<file path="config.mk">
export PLATFORM = sky130hd
export DESIGN_NAME = gat_host_bram_bridge
export DESIGN_NICKNAME = d
export VERILOG_FILES = /design/src/rtl/gat_bridge_pkg.sv /design/src/rtl/gat_bram_beat_packer.sv /design/src/rtl/gat_host_bram_bridge.sv
export SDC_FILE = /design/constraint.sdc
export NUM_CORES = 1
export LEC_CHECK = 0
export ABC_CLOCK_PERIOD_IN_PS = 26800
export CORE_AREA = 2 2 372 374
export DETAILED_ROUTE_END_ITERATION = 16
export DIE_AREA = 0 0 374 376
export GPL_TIMING_DRIVEN = 0
export HOLD_SLACK_MARGIN = 0.06
export SETUP_SLACK_MARGIN = 0.2
export SKIP_CTS_REPAIR_TIMING = 1
export SLEW_MARGIN = 10
export SYNTH_ARGS = -nofsm -noshare
export SYNTH_HDL_FRONTEND = slang
export SYNTH_SLANG_ARGS = --single-unit
</file>
<file path="constraint.sdc">
create_clock -name clk -period 26.8 [get_ports clk]
set_clock_uncertainty 0.1 [all_clocks]
set_input_delay 8.04 -clock clk [delete_from_list [all_inputs] [get_ports clk]]
set_output_delay 8.04 -clock clk [all_outputs]
set_load 0.05 [all_outputs]
</file>
<file path="src/rtl/gat_bridge_pkg.sv">
// Shared constants and elaboration-time helpers for the host-to-GAT BRAM bridge.
// Provides the ceil-log2 and beats-per-word helpers, status-word field offsets
// and the channel index assignments used by the bridge and its packers.
package gat_bridge_pkg;

  // Channel index assignments
  localparam int unsigned CH_HDATA = 0;
  localparam int unsigned CH_NODE  = 1;
  localparam int unsigned CH_WGT   = 2;
  localparam int unsigned CH_SUBG  = 3;

  // Status word layout: {err_oob, err_partial, done, word_count[28:0]}
  localparam int unsigned ST_COUNT_W     = 29;
  localparam int unsigned ST_DONE_BIT    = 29;
  localparam int unsigned ST_PARTIAL_BIT = 30;
  localparam int unsigned ST_OOB_BIT     = 31;

  // Smallest r with 2^r >= v (log2_f(1) == 0)
  function automatic int unsigned log2_f(input int unsigned v);
    int unsigned r;
    r = 0;
    for (int unsigned i = 0; i < 32; i++) begin
      if ((32'd1 << i) < v) r = i + 1;
    end
    return r;
  endfunction

  // 32-bit host beats per native word, rounded up to a power of two
  function automatic int unsigned beats_f(input int unsigned width);
    return 32'd1 << log2_f((width + 31) / 32);
  endfunction

endpackage

</file>
<file path="src/rtl/gat_bram_beat_packer.sv">
// One load channel of the host BRAM bridge.
// Collects 32-bit host beats into a shadow word, issues a single BRAM write
// one cycle after the final slot is written, counts issued words and keeps
// sticky out-of-bounds / partial-word / done status.
// Ports:
//   clk, rst, soft_clr        clock, async reset, synchronous clear
//   din, en, we, addr         host beat (byte address)
//   load_done                 level load-done bit from the register bank
//   bram_we/bram_addr/bram_din  write strobe, word address, zero-extended word
//   done, err_oob, err_partial, word_count  channel status
module gat_bram_beat_packer
  import gat_bridge_pkg::*;
#(
  parameter int unsigned TOP_WIDTH  = 32,
  parameter int unsigned MAX_DATA_W = 128,
  parameter int unsigned MAX_ADDR_W = 18,
  parameter int unsigned DATA_W     = 8,
  parameter int unsigned DEPTH      = 13264
) (
  input  logic                    clk,
  input  logic                    rst,
  input  logic                    soft_clr,
  input  logic [TOP_WIDTH-1:0]    din,
  input  logic                    en,
  input  logic                    we,
  input  logic [MAX_ADDR_W+4:0]   addr,
  input  logic                    load_done,
  output logic                    bram_we,
  output logic [MAX_ADDR_W-1:0]   bram_addr,
  output logic [MAX_DATA_W-1:0]   bram_din,
  output logic                    done,
  output logic                    err_oob,
  output logic                    err_partial,
  output logic [ST_COUNT_W-1:0]   word_count
);

  localparam int unsigned BEATS  = beats_f(DATA_W);
  localparam int unsigned LOG_B  = log2_f(BEATS);
  localparam int unsigned SLOT_W = (LOG_B == 0) ? 1 : LOG_B;
  localparam int unsigned FLAT_W = BEATS * TOP_WIDTH;
  localparam logic [MAX_ADDR_W+4:0] DEPTH_V = (MAX_ADDR_W + 5)'(DEPTH);
  localparam logic [FLAT_W-1:0] KEEP = {FLAT_W{1'b1}} >> (FLAT_W - DATA_W);

  logic [MAX_ADDR_W+4:0]              beat_idx;
  logic [MAX_ADDR_W+4:0]              word_idx;
  logic [SLOT_W-1:0]                  slot;
  logic [BEATS-1:0][TOP_WIDTH-1:0]    shadow;
  logic [BEATS-1:0][TOP_WIDTH-1:0]    merged;
  logic [FLAT_W-1:0]                  merged_flat;
  logic [BEATS-1:0]                   mask;
  logic [BEATS-1:0]                   mask_hit;
  logic [MAX_DATA_W-1:0]              word_next;
  logic                               accept;
  logic                               oob;
  logic                               final_beat;
  logic                               load_done_q;

  assign beat_idx = addr >> 2;
  assign word_idx = beat_idx >> LOG_B;

  generate
    if (LOG_B == 0) begin : g_single
      assign slot = '0;
    end else begin : g_multi
      assign slot = beat_idx[LOG_B-1:0];
    end
  endgenerate

  assign accept     = en & we;
  assign oob        = (word_idx >= DEPTH_V);
  assign final_beat = (slot == SLOT_W'(BEATS - 1));

  // Shadow and mask as they would look with the current beat merged in;
  // the final beat is written straight from here without a shadow round-trip.
  always_comb begin
    merged   = shadow;
    mask_hit = mask;
    for (int unsigned i = 0; i < BEATS; i++) begin
      if (slot == SLOT_W'(i)) begin
        merged[i]   = din;
        mask_hit[i] = 1'b1;
      end
    end
  end

  assign merged_flat = merged;
  assign word_next   = MAX_DATA_W'(merged_flat & KEEP);

  always_ff @(posedge clk or posedge rst) begin
    if (rst) begin
      bram_we     <= 1'b0;
      bram_addr   <= '0;
      bram_din    <= '0;
      shadow      <= '0;
      mask        <= '0;
      done        <= 1'b0;
      err_oob     <= 1'b0;
      err_partial <= 1'b0;
      word_count  <= '0;
      load_done_q <= 1'b0;
    end else if (soft_clr) begin
      bram_we     <= 1'b0;
      bram_addr   <= '0;
      bram_din    <= '0;
      shadow      <= '0;
      mask        <= '0;
      done        <= 1'b0;
      err_oob     <= 1'b0;
      err_partial <= 1'b0;
      word_count  <= '0;
      // track the level so a load_done held through the clear is not an edge
      load_done_q <= load_done;
    end else begin
      bram_we     <= 1'b0;
      load_done_q <= load_done;
      if (accept) begin
        if (oob) begin
          err_oob <= 1'b1;
        end else begin
          shadow <= merged;
          if (final_beat) begin
            bram_we   <= 1'b1;
            bram_addr <= word_idx[MAX_ADDR_W-1:0];
            bram_din  <= word_next;
            mask      <= '0;
            if (word_count != '1) word_count <= word_count + 1'b1;
            if (!(&mask_hit)) err_partial <= 1'b1;
          end else begin
            mask <= mask_hit;
          end
        end
      end
      if (load_done && !load_done_q) begin
        done <= 1'b1;
        if (|mask) err_partial <= 1'b1;
      end
    end
  end

endmodule

</file>
<file path="src/rtl/gat_host_bram_bridge.sv">
// Host-to-accelerator BRAM bridge for the GAT core.
// Instantiates one beat packer per load channel, muxes per-channel status,
// generates a one-shot core start once every channel reports done, and
// provides a latency-matched feature readback path.
// Ports:
//   clk, rst, soft_clr                 clock, async reset, synchronous clear
//   host_din/en/we/addr, load_done     per-channel host load interface
//   bram_we/bram_addr/bram_din         per-channel core BRAM write port
//   rd_en, rd_addr, rd_dout, rd_valid  host readback
//   core_rd_addr, core_rd_dout         core feature BRAM read port
//   status_sel, status_word            selected channel status
//   all_done, gat_start                completion level and start pulse
module gat_host_bram_bridge
  import gat_bridge_pkg::*;
#(
  parameter int unsigned NUM_CH     = 4,
  parameter int unsigned TOP_WIDTH  = 32,
  parameter int unsigned MAX_DATA_W = 128,
  parameter int unsigned MAX_ADDR_W = 18,
  parameter logic [NUM_CH*32-1:0] CH_DATA_W = {32'd8, 32'd19, 32'd21, 32'd16},
  parameter logic [NUM_CH*32-1:0] CH_DEPTH  = {32'd13264, 32'd13264, 32'd22928, 32'd242101},
  parameter int unsigned RD_DATA_W  = 32,
  parameter int unsigned RD_ADDR_W  = 16,
  parameter int unsigned RD_LAT     = 2,
  localparam int unsigned SEL_W     = (NUM_CH > 1) ? log2_f(NUM_CH) : 1
) (
  input  logic                             clk,
  input  logic                             rst,
  input  logic                             soft_clr,
  input  logic [NUM_CH*TOP_WIDTH-1:0]      host_din,
  input  logic [NUM_CH-1:0]                host_en,
  input  logic [NUM_CH-1:0]                host_we,
  input  logic [NUM_CH*(MAX_ADDR_W+5)-1:0] host_addr,
  input  logic [NUM_CH-1:0]                load_done,
  output logic [NUM_CH-1:0]                bram_we,
  output logic [NUM_CH*MAX_ADDR_W-1:0]     bram_addr,
  output logic [NUM_CH*MAX_DATA_W-1:0]     bram_din,
  input  logic                             rd_en,
  input  logic [RD_ADDR_W+1:0]             rd_addr,
  output logic [RD_ADDR_W-1:0]             core_rd_addr,
  input  logic [RD_DATA_W-1:0]             core_rd_dout,
  output logic [RD_DATA_W-1:0]             rd_dout,
  output logic                             rd_valid,
  input  logic [SEL_W-1:0]                 status_sel,
  output logic [31:0]                      status_word,
  output logic                             all_done,
  output logic                             gat_start
);

  logic [NUM_CH-1:0]     done_v;
  logic [NUM_CH-1:0]     oob_v;
  logic [NUM_CH-1:0]     part_v;
  logic [ST_COUNT_W-1:0] cnt_v [NUM_CH];
  logic                  started;
  logic [RD_LAT-1:0]     vpipe;

  for (genvar c = 0; c < NUM_CH; c++) begin : g_ch
    gat_bram_beat_packer #(
      .TOP_WIDTH  (TOP_WIDTH),
      .MAX_DATA_W (MAX_DATA_W),
      .MAX_ADDR_W (MAX_ADDR_W),
      .DATA_W     (int'(CH_DATA_W[c*32 +: 32])),
      .DEPTH      (int'(CH_DEPTH[c*32 +: 32]))
    ) u_packer (
      .clk         (clk),
      .rst         (rst),
      .soft_clr    (soft_clr),
      .din         (host_din[c*TOP_WIDTH +: TOP_WIDTH]),
      .en          (host_en[c]),
      .we          (host_we[c]),
      .addr        (host_addr[c*(MAX_ADDR_W+5) +: (MAX_ADDR_W+5)]),
      .load_done   (load_done[c]),
      .bram_we     (bram_we[c]),
      .bram_addr   (bram_addr[c*MAX_ADDR_W +: MAX_ADDR_W]),
      .bram_din    (bram_din[c*MAX_DATA_W +: MAX_DATA_W]),
      .done        (done_v[c]),
      .err_oob     (oob_v[c]),
      .err_partial (part_v[c]),
      .word_count  (cnt_v[c])
    );
  end

  always_comb begin
    status_word = '0;
    if (32'(status_sel) < NUM_CH) begin
      status_word[ST_COUNT_W-1:0]  = cnt_v[status_sel];
      status_word[ST_DONE_BIT]     = done_v[status_sel];
      status_word[ST_PARTIAL_BIT]  = part_v[status_sel];
      status_word[ST_OOB_BIT]      = oob_v[status_sel];
    end
  end

  assign all_done = &done_v;

  // done bits are sticky, so all_done can only rise once per clear epoch;
  // 'started' still guards against a re-fire on the held level.
  always_ff @(posedge clk or posedge rst) begin
    if (rst) begin
      started   <= 1'b0;
      gat_start <= 1'b0;
    end else if (soft_clr) begin
      started   <= 1'b0;
      gat_start <= 1'b0;
    end else begin
      gat_start <= all_done & ~started;
      started   <= started | all_done;
    end
  end

  assign core_rd_addr = RD_ADDR_W'(rd_addr >> 2);

  always_ff @(posedge clk or posedge rst) begin
    if (rst) begin
      vpipe    <= '0;
      rd_valid <= 1'b0;
      rd_dout  <= '0;
    end else if (soft_clr) begin
      vpipe    <= '0;
      rd_valid <= 1'b0;
      rd_dout  <= '0;
    end else begin
      vpipe    <= RD_LAT'({vpipe, rd_en});
      rd_valid <= vpipe[RD_LAT-1];
      if (vpipe[RD_LAT-1]) rd_dout <= core_rd_dout;
    end
  end

endmodule

</file>
### Word-level counts from Yosys, hierarchy flattened

Index checks and enable logic that the tools add are counted.

| storage, ports and cells | value |
|---|---|
| register bits | 761 |
| input bits | 288 |
| output and inout bits | 671 |
| word-level logic and storage cells | 224 |

| operators by class | value |
|---|---|
| add/subtract/negate cells | 4 |
| $lt $le $gt $ge | 6 |
| eq/ne operators | 8 |
| multiplexer cells | 111 |
| bitwise gates (word level) | 8 |
| reductions and logical operators | 46 |

Operator list:

| kind | count |
|---|---|
| $mux W128 | 12 |
| $mux W29 | 18 |
| $mux W18 | 12 |
| $add A29 B1 Y29 const B | 4 |
| $ne A29 B29 Y1 const B | 4 |
| $mux W32 | 2 |
| $mux W1 | 62 |
| $bmux W29 S2 | 1 |
| $ge A21 B14 Y1 const B | 2 |
| $reduce_bool A2 Y1 | 21 |
| $reduce_and A2 Y1 | 12 |
| $ge A21 B15 Y1 const B | 1 |
| $ge A21 B18 Y1 const B | 1 |
| $reduce_and A3 Y1 | 4 |
| $ne A2 B2 Y1 const B | 4 |
| $bmux W1 S2 | 3 |
| $and A1 B1 Y1 | 5 |
| $logic_and A1 B1 Y1 | 4 |
| $logic_not A1 Y1 | 4 |
| $reduce_and A4 Y1 | 1 |
| $ge A3 B3 Y1 const B | 1 |
| $lt A2 B3 Y1 const B | 1 |
| $not A2 Y3 | 1 |
| $mux W2 | 1 |
| 2 further kinds | 2 |

### Logic depth before layout (Yosys ltp)

| logic depth | value |
|---|---|
| depth in word-level cells | 5 |
| gate-level depth with buffers | 9 |
| mapped depth without buffers | 7 |

### Hierarchy

From an unflattened synthesis, not the netlist that was laid out.

| unflattened totals | value |
|---|---|
| cells, all modules | 1968 |
| area, all modules | 18825.6 um^2 |

Modules (own cells, without submodules):

| module | instances | cells each | area an instance (um^2) |
|---|---|---|---|
| gat_bram_beat_packer (g_ch[2].u_packer) | 1 | 479 | 4295.4 |
| gat_bram_beat_packer (g_ch[0].u_packer) | 1 | 470 | 4185.3 |
| gat_bram_beat_packer (g_ch[1].u_packer) | 1 | 404 | 4075.2 |
| gat_bram_beat_packer (g_ch[3].u_packer) | 1 | 441 | 3875.0 |
| gat_host_bram_bridge | 1 | 174 | 2394.8 |

### Least setup slack after synthesis

Ideal clock, no wire load.

| path | value |
|---|---|
| kind | in2out |
| start | input port status_sel[0] |
| end | output port status_word[20] |
| arrival time | 9.697 ns |
| path slack | 8.963 ns |
| stages | 4 |
| buffers on the path | 3 |
| cells stage by stage | clkbuf_1 > buf_1 > clkbuf_1 > mux4_2 |

| on the way | value |
|---|---|
| word-level cells in the longest chain between the ends | 4 |

Ends and longest elaborated chain:

| element | RTL line | source |
|---|---|---|
| start: declaration | gat_host_bram_bridge.sv:44 | `input logic [SEL_W-1:0] status_sel,` |
| $not A2 Y3 (implied by the code) | gat_host_bram_bridge.sv:86 | `status_word[ST_COUNT_W-1:0] = cnt_v[status_sel];` |
| $bmux W29 S2 | gat_host_bram_bridge.sv:86 |  |
| $mux W29 (implied by the code) (2 in a row) | gat_host_bram_bridge.sv:86 |  |
| end: declaration | gat_host_bram_bridge.sv:45 | `output logic [31:0] status_word,` |

No other way between the ends. The select of a mux whose other input is x is not followed.

### Worst setup path after layout

| path | value |
|---|---|
| start | input port status_sel[0] |
| end | output port status_word[25] |

Same word-level chain as after synthesis.

==> results.md <==
- Met3 usage: approximately 4.2%
- Slowest CP cell: clkdlybuf4s50_1
- Peak supply drop: just under 40 uV
- Overall Global Routing Usage: 10.9%
- Total number of vias: approximately 16000
- Yosys warning count: 0
- Setup TNS: 0 ns
- Met1 global-route usage: between 10% and 20%
- Hold WS: 0.341 ns
- Num CTS Buffers: 43
- Routability cong.: slightly above 0.9
- IO buf count: 418
- Critical path type: input port to primary output
- Syn_area_per_cell: 9.47 um2
- Area Overhead vs Synth: 52.8%
- Post-synthesis cell area: between 15000 and 20000 um2
- Post-route cell area: 28000 um2
- Final Non-Filler Cells: ~4700
- Maxcap violations: 0
- Core area: 137000 um2
- Synth Area in Adders: less than 1%
- Yosys reg bits: ~300
- Worst path bufs/invs: 4
- Cells after Synth: 1938
- Depth of the most critical reg-to-reg path: 9
- Longest Clk Path Bufs: 3
- Grt total ovfl: 0
- Share of the synthesized area in the top cell type: 42.1%
- Final hold violations: 0
- Hold worst-path end: gat_start
- Min-delay src: started
- Die area: 141000 um2
- Vias per cell: 3.51
- Complex-gate fraction of the synthesized area: 10.3%
- CP startpoint: status_sel[0]
- Clk Latency, worst-skew pair: 0.61 ns
- Fill cell count: 15047
- Post-Synth XOR/XNOR Area: 1.62%
- Worst-path cell chain: clkbuf_1 -> buf_1 -> clkbuf_1 -> mux4_2 -> clkdlybuf4s50_1
- Crit end category: primary output
- Hold depth: 1
- Clock-pin transition on the worst setup and hold timing paths: ~0.050 ns
- Largest cells by area after synthesis: dfrtp_1 42%, buf_4 19%, nand2_1 5.1%, a21oi_1 4.2%, mux4_2 3.9%
- Mux contribution to synthesized area: 6.25%
- Layout cells sized above 1: ~23%
- Largest net degree at the start of global routing: 101
- Top Usage Layer GRT: met2
- Detailed placement HPWL: ~65 mm
- Crit path required time: 18.66 ns
- Wire per inst: about 17 um
- CTS tree: done
- Synth unique cells: 73
- Met2 Track Usage GR: 16.4%
- Initial antenna violation count: 9
- Fmax: 0.0515 GHz
- Final nets: 3143
- Slowest stage delay, CP: 0.99 ns
- Worst path most repeated cell: clkbuf_1
- FFs w/ async S/R, synth: 100%
- ANT nets after route: 0
- Final worst path period share: 72.4%
- Largest family of logic cells by synthesized area: buffers and inverters
- Reg2reg setup slack: roughly 24 ns
- Row count: 136
- Number of global-route vias before repair: 15481
- Clock sinks: 309
- Die W: around 370 um
- Placed Area: 26600 um2
- Initial Util: 13.4%
- Worst-margin pin slew: 1.17 ns
- Fin. max-slew vios: 0
- Dpl cells: 4600
- Drt pass-1 iters: 5
- Pwr dens: around 50 nW/um2
- Cell taking the most area after synthesis: dfrtp_1
- RSZ-0062 raised after global routing: no
- Status: finished, final reports clean
- LEAKAGE: 12.5 nW
- CP max FO: 10
- R2R Path End: g_ch[2].u_packer.word_count[3]
- Post-synthesis sequential area ratio: 42.1%
- CTS root buf: clkbuf_16
- Rel. slew slack: between 20% and 30%
- Synth Area in Simple Gates: about 18%
- Fin crit period: 19.40 ns
- Top FF cell, synth: dfrtp_1
- Critical R2R Launch: g_ch[2].u_packer.word_count[0]
- Drt drc: 0
- CP Launch Type: input port
- Final setup viols: 0
- Die H: 376 um
- Arr. time, crit path: 11.26 ns
- First-pass GRT wire length: approximately 110 mm
- Min-delay worst type: register to register
- H-tree depth: 2
- Top delay family on crit path: buffers and inverters
- Initial DRC Count: 1147
- Number of I/O pins: around 960
- Routed wire length: 80.3 mm
- Post-synth EDFFs: 0
==> report_power, final <==
group          internal, mW  total, mW  switching (mW)
Clock                 0.355      0.610           0.255
Sequential            0.473      0.479         0.00658
Combinational        0.0924      0.309           0.216
Total                 0.920       1.40           0.478
==> synthesized netlist by cell type (3+ instances only) <==
master,n
buf_4,470
dfrtp_1,309
nand2_1,248
a21oi_1,153
nor2_1,100
clkbuf_1,62
nand3_1,58
a22o_1,38
mux2i_1,37
mux4_2,32
nand4_1,32
nor3_1,30
and3_1,26
buf_2,23
or4_1,23
and4_1,22
inv_1,22
xor2_1,22
o21ai_0,21
o31ai_1,21
and2_1,16
nor4_1,13
a31oi_1,12
nor2b_1,12
xnor2_1,12
or3_1,11
or2_2,9
nor3_2,8
a311oi_1,6
mux2_2,5
o311ai_0,5
o41ai_1,5
a221o_1,4
buf_1,4
ha_1,4
nor3b_1,4
nor4b_1,4
a211o_1,3
a41oi_1,3
nand4b_1,3
nor4_2,3
o21a_1,3
==> metal layers <==
| metal | wire [um] | share of wire (%) |
|---|---|---|
| met1 | 34100 | 42 |
| met2 | 34900 | 44 |
| met3 | 9230 | 11 |
| met4 | 1980 | 2.5 |
| met5 | 37 | 0.046 |
==> state kept, by name, indices dropped and copies added (netlist names) <==
signal	count
g_ch.u_packer.word_count	116
g_ch.u_packer.bram_addr	72
g_ch.u_packer.bram_din	64
rd_dout	32
g_ch.u_packer.bram_we	4
g_ch.u_packer.done	4
g_ch.u_packer.err_oob	4
g_ch.u_packer.err_partial	4
g_ch.u_packer.load_done_q	4
vpipe	2
gat_start	1
rd_valid	1
started	1
==> layout make-up <==
class                      instances  area, um2  area share, %
clock inverter                    22        244          0.870
sequential                       309       7730           27.6
tap                             1794       2240           8.00
inverter                          23       93.8          0.335
buffer                           562       3920           14.0
multi-input combinational       1491       8300           29.6
timing repair buffer             421       4270           15.2
antenna                            6       15.0         0.0535
clock buffer                      56       1230           4.37
==> stage by stage <==
step           power [mW]  utilization (%)  setup WS, ns
2_1_floorplan       0.724                -          8.96
3_3_place_gp        0.793             19.4          4.64
3_5_place_dp        0.795             19.4          7.34
4_1_cts              1.42             20.5          7.33
5_1_grt              1.45             20.5          7.16
6_report             1.40             20.5          7.40
==> worst max-delay path by stage <==
stage / to / slack, ns / cells past startpoint
2_1_floorplan: status_word[20] / 8.96 / 4
6_report: status_word[25] / 7.40 / 5
3_3_place_gp: rd_dout[8] / 4.64 / 2
3_5_place_dp: status_word[21] / 7.34 / 5
4_1_cts: status_word[21] / 7.33 / 5
5_1_grt: status_word[21] / 7.16 / 5
==> layout by cell type (no fill, tap or decap), drive strengths merged, types with 9 or more instances in the layout <==
cell           count
clkinv             9
clkdlybuf4s50    418
xnor2             12
and4              22
a31oi             12
inv               27
nand2            250
nor2             102
or2               10
and2              16
nor4              18
nor3              39
mux2i             37
nand3             59
o21ai             21
or3               12
xor2              22
mux4              32
dfrtp            309
conb             448
or4               24
clkbuf           119
a21oi            155
nor2b             12
and3              26
a22o              38
o31ai             21
buf              502
nand4             32
==> cells by family (layout without fill, tap and decap cells) <==
| kind of cell | count (synthesis) | count (layout) |
|---|---|---|
| AOI/OAI and AO/OA | 293 | 293 |
| xor gates and xnor gates | 34 | 34 |
| adders and majority gates | 4 | 4 |
| buffers and inverters | 585 | 1084 |
| DFF | 309 | 309 |
| muxes | 74 | 74 |
| other | 1 | 454 |
| and+or+nand+nor | 638 | 638 |
(Power assumes the default switching activity.)
